<file path="src/rtl/stopwatch_pkg.sv">
// Shared definitions for the stopwatch control block: FSM state
// encodings, field-select constants and the adjust prescaler width.
package stopwatch_pkg;

  typedef enum logic [2:0] {
    ST_IDLE   = 3'd0,
    ST_RUN    = 3'd1,
    ST_PAUSE  = 3'd2,
    ST_ADJUST = 3'd3,
    ST_DONE   = 3'd4
  } state_e;

  localparam logic SEL_MIN = 1'b0;
  localparam logic SEL_SEC = 1'b1;

  // ADJ_DIV is limited to 1..7, so three bits hold any prescaler count.
  localparam int PRESC_W = 3;

endpackage

</file>
<file path="src/rtl/stopwatch_ctrl_edge_detect.sv">
// Rising-edge pulse generator. The output pulse is registered, so it
// appears one clock after the input level is first sampled high and is
// exactly one clock wide.
module edge_detect (
  input  logic clk,
  input  logic rst,
  input  logic sig_i,
  output logic rise_o
);

  logic hist_q;
  logic rise_q;
  logic hist_d;
  logic rise_d;

  // Next-state: remember the current level and flag a 0->1 transition.
  always_comb begin
    hist_d = sig_i;
    rise_d = sig_i & ~hist_q;
  end

  // History and pulse registers with synchronous reset.
  always_ff @(posedge clk) begin
    if (rst) begin
      hist_q <= 1'b0;
      rise_q <= 1'b0;
    end else begin
      hist_q <= hist_d;
      rise_q <= rise_d;
    end
  end

  assign rise_o = rise_q;

endmodule

</file>
<file path="src/rtl/stopwatch_ctrl.sv">
// Stopwatch control FSM: run/pause/adjust/done sequencing that drives a
// separate MM:SS counter through one-clock command pulses.
// Optional feature: define STOPWATCH_CTRL_BLINK_EN to blink the selected
// field in ADJUST (toggle on each tick_2hz); otherwise blink is held at 1.
module stopwatch_ctrl
  import stopwatch_pkg::*;
#(
  parameter int ADJ_DIV = 1
) (
  input  logic       clk,
  input  logic       rst,
  input  logic       tick_1hz,
  input  logic       tick_2hz,
  input  logic       pause_btn,
  input  logic       adj,
  input  logic       sel,
  input  logic       cnt_dn,
  input  logic       at_zero,
  output logic       cnt_en,
  output logic       cnt_dir,
  output logic       adj_min,
  output logic       adj_sec,
  output logic       blink,
  output logic [2:0] state,
  output logic       done
);

  localparam logic [PRESC_W-1:0] PRESC_LAST = PRESC_W'(ADJ_DIV - 1);

  logic               pause_edge_s;
  state_e             state_q,   state_d;
  logic [PRESC_W-1:0] presc_q,   presc_d;
  logic               cnt_en_q,  cnt_en_d;
  logic               cnt_dir_q, cnt_dir_d;
  logic               adj_min_q, adj_min_d;
  logic               adj_sec_q, adj_sec_d;
  logic               done_q,    done_d;

  edge_detect u_pause_edge (
    .clk    (clk),
    .rst    (rst),
    .sig_i  (pause_btn),
    .rise_o (pause_edge_s)
  );

  // Next-state and pulse decode. Priority inside a state is
  // adj > pause edge > terminal condition > tick, so a lower-ranked event
  // never produces a pulse on a cycle where a higher-ranked one fires.
  always_comb begin
    state_d   = state_q;
    presc_d   = presc_q;
    cnt_en_d  = 1'b0;
    adj_min_d = 1'b0;
    adj_sec_d = 1'b0;
    case (state_q)
      ST_IDLE: begin
        if (pause_edge_s) begin
          state_d = ST_RUN;
        end else begin
          state_d = ST_IDLE;
        end
      end
      ST_RUN: begin
        if (adj) begin
          state_d = ST_ADJUST;
        end else if (pause_edge_s) begin
          state_d = ST_PAUSE;
        end else if (cnt_dn && at_zero) begin
          state_d = ST_DONE;
        end else if (tick_1hz) begin
          cnt_en_d = 1'b1;
        end else begin
          state_d = ST_RUN;
        end
      end
      ST_PAUSE: begin
        if (adj) begin
          state_d = ST_ADJUST;
        end else if (pause_edge_s) begin
          state_d = ST_RUN;
        end else begin
          state_d = ST_PAUSE;
        end
      end
      ST_ADJUST: begin
        if (!adj) begin
          state_d = ST_PAUSE;
        end else if (tick_2hz) begin
          // sel is sampled only when the pulse fires, so a field change
          // lands on the next adjust pulse without disturbing the count.
          if (presc_q == PRESC_LAST) begin
            presc_d = {PRESC_W{1'b0}};
            if (sel == SEL_SEC) begin
              adj_sec_d = 1'b1;
            end else begin
              adj_min_d = 1'b1;
            end
          end else begin
            presc_d = presc_q + {{(PRESC_W-1){1'b0}}, 1'b1};
          end
        end else begin
          state_d = ST_ADJUST;
        end
      end
      ST_DONE: begin
        if (adj) begin
          state_d = ST_ADJUST;
        end else if (pause_edge_s) begin
          state_d = ST_IDLE;
        end else begin
          state_d = ST_DONE;
        end
      end
      default: begin
        state_d = ST_IDLE;
      end
    endcase
    // Every entry into ADJUST starts a fresh ADJ_DIV count.
    if ((state_d == ST_ADJUST) && (state_q != ST_ADJUST)) begin
      presc_d = {PRESC_W{1'b0}};
    end else begin
      presc_d = presc_d;
    end
    cnt_dir_d = cnt_en_d ? cnt_dn : cnt_dir_q;
    done_d    = (state_d == ST_DONE);
  end

  // State, prescaler and registered command outputs; reset drops any pulse.
  always_ff @(posedge clk) begin
    if (rst) begin
      state_q   <= ST_IDLE;
      presc_q   <= {PRESC_W{1'b0}};
      cnt_en_q  <= 1'b0;
      cnt_dir_q <= 1'b0;
      adj_min_q <= 1'b0;
      adj_sec_q <= 1'b0;
      done_q    <= 1'b0;
    end else begin
      state_q   <= state_d;
      presc_q   <= presc_d;
      cnt_en_q  <= cnt_en_d;
      cnt_dir_q <= cnt_dir_d;
      adj_min_q <= adj_min_d;
      adj_sec_q <= adj_sec_d;
      done_q    <= done_d;
    end
  end

`ifdef STOPWATCH_CTRL_BLINK_EN
  logic blink_q, blink_d;

  // Blink phase: forced on at ADJUST entry/exit and outside ADJUST,
  // toggled on each half-second tick while staying in ADJUST.
  always_comb begin
    if ((state_d != ST_ADJUST) || (state_q != ST_ADJUST)) begin
      blink_d = 1'b1;
    end else if (tick_2hz) begin
      blink_d = ~blink_q;
    end else begin
      blink_d = blink_q;
    end
  end

  // Blink register.
  always_ff @(posedge clk) begin
    if (rst) begin
      blink_q <= 1'b1;
    end else begin
      blink_q <= blink_d;
    end
  end

  assign blink = blink_q;
`else
  assign blink = 1'b1;
`endif

  assign cnt_en  = cnt_en_q;
  assign cnt_dir = cnt_dir_q;
  assign adj_min = adj_min_q;
  assign adj_sec = adj_sec_q;
  assign state   = state_q;
  assign done    = done_q;

endmodule
</file>
<file path="config.mk">
export PLATFORM = sky130hd
export DESIGN_NAME = stopwatch_ctrl
export DESIGN_NICKNAME = d
export VERILOG_FILES = /design/src/rtl/stopwatch_pkg.sv /design/src/rtl/stopwatch_ctrl_edge_detect.sv /design/src/rtl/stopwatch_ctrl.sv
export SDC_FILE = /design/constraint.sdc
export NUM_CORES = 1
export LEC_CHECK = 0
export ABC_AREA = 1
export BUFFER_PORTS_ARGS = -buffer_cell sky130_fd_sc_hd__buf_2
export CAP_MARGIN = 30
export CELL_PAD_IN_SITES_DETAIL_PLACEMENT = 1
export CELL_PAD_IN_SITES_GLOBAL_PLACEMENT = 2
export CORE_ASPECT_RATIO = 0.7
export CORE_MARGIN = 4
export CORE_UTILIZATION = 25
export CTS_BUF_LIST = sky130_fd_sc_hd__clkbuf_4
export CTS_CLUSTER_DIAMETER = 200
export DETAILED_ROUTE_END_ITERATION = 6
export GPL_TIMING_DRIVEN = 0
export PLACE_DENSITY_LB_ADDON = 0.1
export REMOVE_ABC_BUFFERS = 1
export SETUP_SLACK_MARGIN = 0.4
export SLEW_MARGIN = 20
export SYNTH_ARGS = -nofsm -noshare
export SYNTH_HDL_FRONTEND = slang
export SYNTH_HIERARCHICAL = 1
export SYNTH_SLANG_ARGS = --single-unit
</file>
<file path="constraint.sdc">
create_clock -name clk -period 1.3 [get_ports clk]
set_clock_uncertainty 0.2 [all_clocks]
set_input_delay 0.26 -clock clk [delete_from_list [all_inputs] [get_ports clk]]
set_output_delay 0.26 -clock clk [all_outputs]
set_load 0.02 [all_outputs]
</file>
======== Word level (Yosys, flattened, before mapping) ========
Cells that the tools add are included.
W data, S select, Z words.
storage, ports and cells
  flip-flop bits (word level) ............. 13
  input port bits ......................... 9
cells by class
  add/sub/neg operators ................... 1
  equal/unequal tests ..................... 7
  mux-type cells .......................... 20
  bitwise logic cells ..................... 6
  reductions and logical operators ........ 7
operator list
  cell                   count
  $mux W3                9
  $pmux W3 S5            1
  $eq A3 B2 Y1 const B   3
  $mux W1                8
  $eq A3 B3 Y1 const B   2
  $logic_not A3 Y1       2
  $not A1 Y1             5
  $reduce_or A5 Y1       1
  $mux W2                2
  $add A3 B1 Y3 const B  1
  $eq A3 B1 Y1 const B   1
  $ne A3 B2 Y1 const B   1
  $reduce_and A3 Y1      1
  $logic_and A1 B1 Y1    2
  $reduce_or A2 Y1       1
  $and A1 B1 Y1          1

======== Depth between registers and ports, before layout ========
  word-level depth ........................ 8
  gate-level depth with buffers ........... 9
  depth with buffers taken out ............ 9

======== Cells and area by module ========
Netlist, hierarchy kept.
by module, submodules not included
  module          times used  cells each  area each (um^2)  sequential area each (um^2)
  stopwatch_ctrl  1           83          568.0             220.2
  edge_detect     1           6           60.1              40.0

======== Worst setup path before layout ========
Ideal clock, no wire load.
  kind .................................... reg2reg
  from .................................... register state_q[1] (netlist: state[1])
  to ...................................... register presc_q[1]
  setup time .............................. 0.117 ns
  data arrival time ....................... 1.060 ns
  data required time ...................... 0.983 ns
  slack ................................... -0.077 ns
  stages on the path, launching flop included .. 8
  buffers on the path ..................... 0
  path through ............................ dfxtp_1 > inv_2 > nor2_2 > nand4_2 > clkinv_1 > nand2_1 > o21ai_0 > nor2_1
on the way
  word-level cells in the longest chain between the ends .. 8
  elaborated cells on any way between the ends .. 17
  those cells by class .................... eq/ne (6); mux (7); reduce/logical (4)
ends and longest elaborated chain
  what                        RTL line               RTL
  from (decl)                 stopwatch_ctrl.sv:31   state_e state_q, state_d;
  from (signal assigned)      stopwatch_ctrl.sv:139  state_q <= state_d;
  $mux W3                     stopwatch_ctrl.sv:70   end else if (tick_1hz) begin
  $mux W3                     stopwatch_ctrl.sv:68   end else if (cnt_dn && at_zero) begin
  $mux W3                     stopwatch_ctrl.sv:66   end else if (pause_edge_s) begin
  $mux W3                     stopwatch_ctrl.sv:64   if (adj) begin
  $pmux W3 S5                 stopwatch_ctrl.sv:55   case (state_q)
  $eq A3 B2 Y1                stopwatch_ctrl.sv:119  if ((state_d == ST_ADJUST) && (state_q != ST_ADJUST)) begin
  $logic_and A1 B1 Y1         stopwatch_ctrl.sv:119
  $reduce_or A2 Y1 (no line)  --
  to (signal assigned)        stopwatch_ctrl.sv:132  presc_q <= {PRESC_W{1'b0}};
  to (signal assigned)        stopwatch_ctrl.sv:140  presc_q <= presc_d;
  to (decl)                   stopwatch_ctrl.sv:32   logic [PRESC_W-1:0] presc_q, presc_d;
Several ways; a longest one is shown, not always the timed one.
A chain may end at the register's enable or synchronous reset.

======== Worst setup path in the final report ========
  from .................................... register state_q[2] (netlist: state[2])
  to ...................................... output port state[2]
RTL lines
  what       RTL line              RTL
  to (decl)  stopwatch_ctrl.sv:24  output logic [2:0] state,
No word-level cell between the ends.

==> results by group <==
Placed design
  – HPWL Detailed: 1190 um
  – Port-buffer cells: 16
  – GP Congestion: 0.736
  – Placed Instance Area: 737 sq um
  – Placed cell count: 135

Pwr
  – Combinational Power Share: 21.7%
  – Share of power burned in registers: 48.0%
  – Pwr per Cell Area: 891 nW/um^2
  – Net Sw Frac: 29.3%
  – Clk pwr share: 30.3%
  – Peak VDD IR: 0.474 mV
  – Psw: 264 uW
  – Leakage: 0.000465 uW
  – P_int: 637 uW
  – Power after layout: 900 uW

Critical path
  – Setup CP Type: reg2out
  – Largest stage delay, worst path: 0.44 ns
  – Crit path arrival time: 0.87 ns
  – Reg-to-Reg Start: state[0]
  – CP Depth: 1
  – Worst r2r path cells: 6
  – Required time worst endpoint: 0.84 ns
  – R2r endpoint: presc_q[0]
  – Crit-path max FO: 7
  – Reg2reg setup slack: -0.02 ns
  – Crit start category: register
  – WP buf/inv: 1
  – Crit. End Element: output pin
  – CP cell instances: buf_6
  – Family with the most delay on the worst path: flip-flops
  – CP max stage cell: dfxtp_4

Global route
  – Vias in the first global route: 594
  – All-Layer GR Usage: 10.7%
  – Initial antenna violation count: 0
  – Grt ovf: 0
  – Pin count of the biggest net entering global routing: 10
  – First-pass GRT wire length: 2650 um

Timing
  – RSZ-0062 raised after global routing: true
  – Post-layout minimum cycle time: 1.33 ns
  – Fin. max-slew vios: 0
  – Worst-case hold slack: -0.0527 ns
  – Hold Fails Final Rpt: 2
  – Setup WS post-layout: -0.0275 ns
  – Final setup violation count: 5
  – Tcrit/Tclk final: 102%
  – Fmax: 753 MHz

Detailed routing
  – Iter 0 DRT Violations: 13
  – Drt via density: 4.36
  – Drt drc: 0
  – Vias: 646
  – Routed wire length: 1790 um
  – Detailed Routing Iterations Pass 1: 3
  – Routed Antenna Nets: 0
  – Routed len/inst: 12.1 um

Cells and area
  – # fillers: 272
  – Antenna cells: 0
  – Net count, final: 128
  – Share of layout cells above drive strength 1: 59.5%
  – Non-filler cells, final: 148
  – Fin area: 1010 sq um
  – Post-Route Utilization: 44.7%
  – Area grow syn2layout: 61.0%

Yosys
  – Syn Std Cell Area: 628 sq um
  – Syn avg cell area: 7.06 sq um
  – Syn Inst Count: 89
  – Synth warn: 6
  – Register area share after synthesis: 41.4%
  – #FFs+latches synth: 13
  – Synth cell types: 21

Clocking
  – Root buffer cell: clkbuf_4
  – Num Clock Sinks: 13
  – Clock latency on the worst-skew pair: 0.28 ns
  – CTS H-tree lvls: 1
  – Longest Clk Path Bufs: 2
  – Worst-path clk slew: 0.08 ns
  – Number of CTS-inserted buffers: 3
  – CTS tree: built

Outcome
  – Violated checks: negative hold slack, negative setup slack
  – Status: complete, but fails checks

Hold path
  – Hold endpoint: adj_min
  – Hold Path Origin: sel
  – Hold Crit Class: in2reg
  – Hold path depth: 2

Floorplanning
  – Io pins: 18
  – Die height: 49.9 um
  – Chip Width: 67.9 um
  – Core Footprint: 2260 sq um
  – Die area: 3390 sq um
  – Initial core utilization: 27.8%
  – Row cnt: 14

Run
  – Max Cap Viol: 0
[cells in the mapped netlist (all sizes together)]
| master | instances | share of area, % |
|---|---|---|
| nand2 | 23 | 15 |
| nor2 | 14 | 10 |
| dfxtp | 13 | 41 |
| inv | 13 | 7.8 |
| nand3 | 8 | 6.4 |
| o21ai | 4 | 3.2 |
| a21oi | 2 | 1.6 |
| buf | 2 | 1.8 |
| ha | 2 | 4.0 |
| nor4 | 2 | 2.0 |
| clkinv | 1 | 0.60 |
| conb | 1 | 0.60 |
| nand3b | 1 | 1.2 |
| nand4 | 1 | 2.0 |
| nor3 | 1 | 0.80 |
| xor2 | 1 | 1.4 |
[stage by stage]
step	hold slack (ns)	setup TNS, ns	setup slack [ns]
finish	-0.0527	-0.0652	-0.0275
CTS	-0.0646	-0.0885	-0.0270
floorplan	0.129	-0.260	-0.0772
global placement	0.192	-0.562	-0.162
detailed placement	0.192	-0.759	-0.227
global route	-0.0599	-0.514	-0.0998
[state kept, by name (all words and copies together), names as in the netlist]
signal and cells:
u_pause_edge/hist_q 1, adj_sec 1, presc_q 3, state 3
adj_min 1, cnt_en 1, u_pause_edge/rise_o 1, cnt_dir 1
done 1
[power groups by stage]
stage | combinational (uW) | clock [uW] | sequential (uW)
2_1_floorplan | 67.6 | 0 | 441
3_3_place_gp | 118 | 0 | 435
3_5_place_dp | 119 | 0 | 434
4_1_cts | 162 | 285 | 430
5_1_grt | 213 | 312 | 435
6_report | 195 | 273 | 432
[layout by cell type (no fill, tap or decap), types with 2 or more instances in the layout]
master	n
buf_6	8
nor2_1	7
nor2_4	3
nand2_2	6
nand3_1	4
nand2_1	16
buf_4	9
inv_2	3
inv_1	9
dfxtp_4	3
buf_2	8
nor2_2	4
dfxtp_1	2
dfxtp_2	8
clkbuf_4	4
inv_4	2
a21oi_1	2
nand3_2	3
[area by class of cell]
type	count	area (sq um)	share of cell area, %
clock buffer	4	30.0	2.97
inverter	14	57.6	5.69
multi-input combinational	60	404	40.0
sequential	13	282	27.8
tap	32	40.0	3.96
timing repair buffer	25	198	19.6
[worst max path at each step]
stage	from	endpoint	slack [ns]
CTS	state[1]	presc_q[0]	-0.03
global placement	state[0]	presc_q[1]	-0.16
floorplan	state[1]	presc_q[1]	-0.08
global route	state[2]	presc_q[0]	-0.1
detailed placement	state[0]	presc_q[0]	-0.23
finish	state[2]	state[2]	-0.03
[routing by layer]
metal / track usage (%) / up-vias / wire length (um)
li1: - / 327 / -
met1: 13.5 / 300 / 841
met2: 15.7 / 16 / 829
met3: 5.68 / 3 / 103
met4: 2.97 / 0 / 11
met5: 0 / - / 0
[cells by family (layout without fill, tap and decap cells)]
| logic type | Yosys count | in the layout | synth area share [%] |
|---|---|---|---|
| xor+xnor | 1 | 1 | 1.39 |
| fa+ha+maj | 2 | 2 | 3.98 |
| buf+inv | 16 | 43 | 10.2 |
| compound gates | 6 | 6 | 4.78 |
| simple gates | 50 | 50 | 37.6 |
| flops | 13 | 13 | 41.4 |
| other cells | 1 | 1 | 0.597 |
[what timing repair did]
item / CTS / global route
endpoints found under the setup margin: 19 / 19
resized for setup: 42 / 17
hold endpoints to repair: 3 / 2
pin swaps: 5 / 11
buffers inserted: 5 / 4
(Power assumes the default switching activity.)
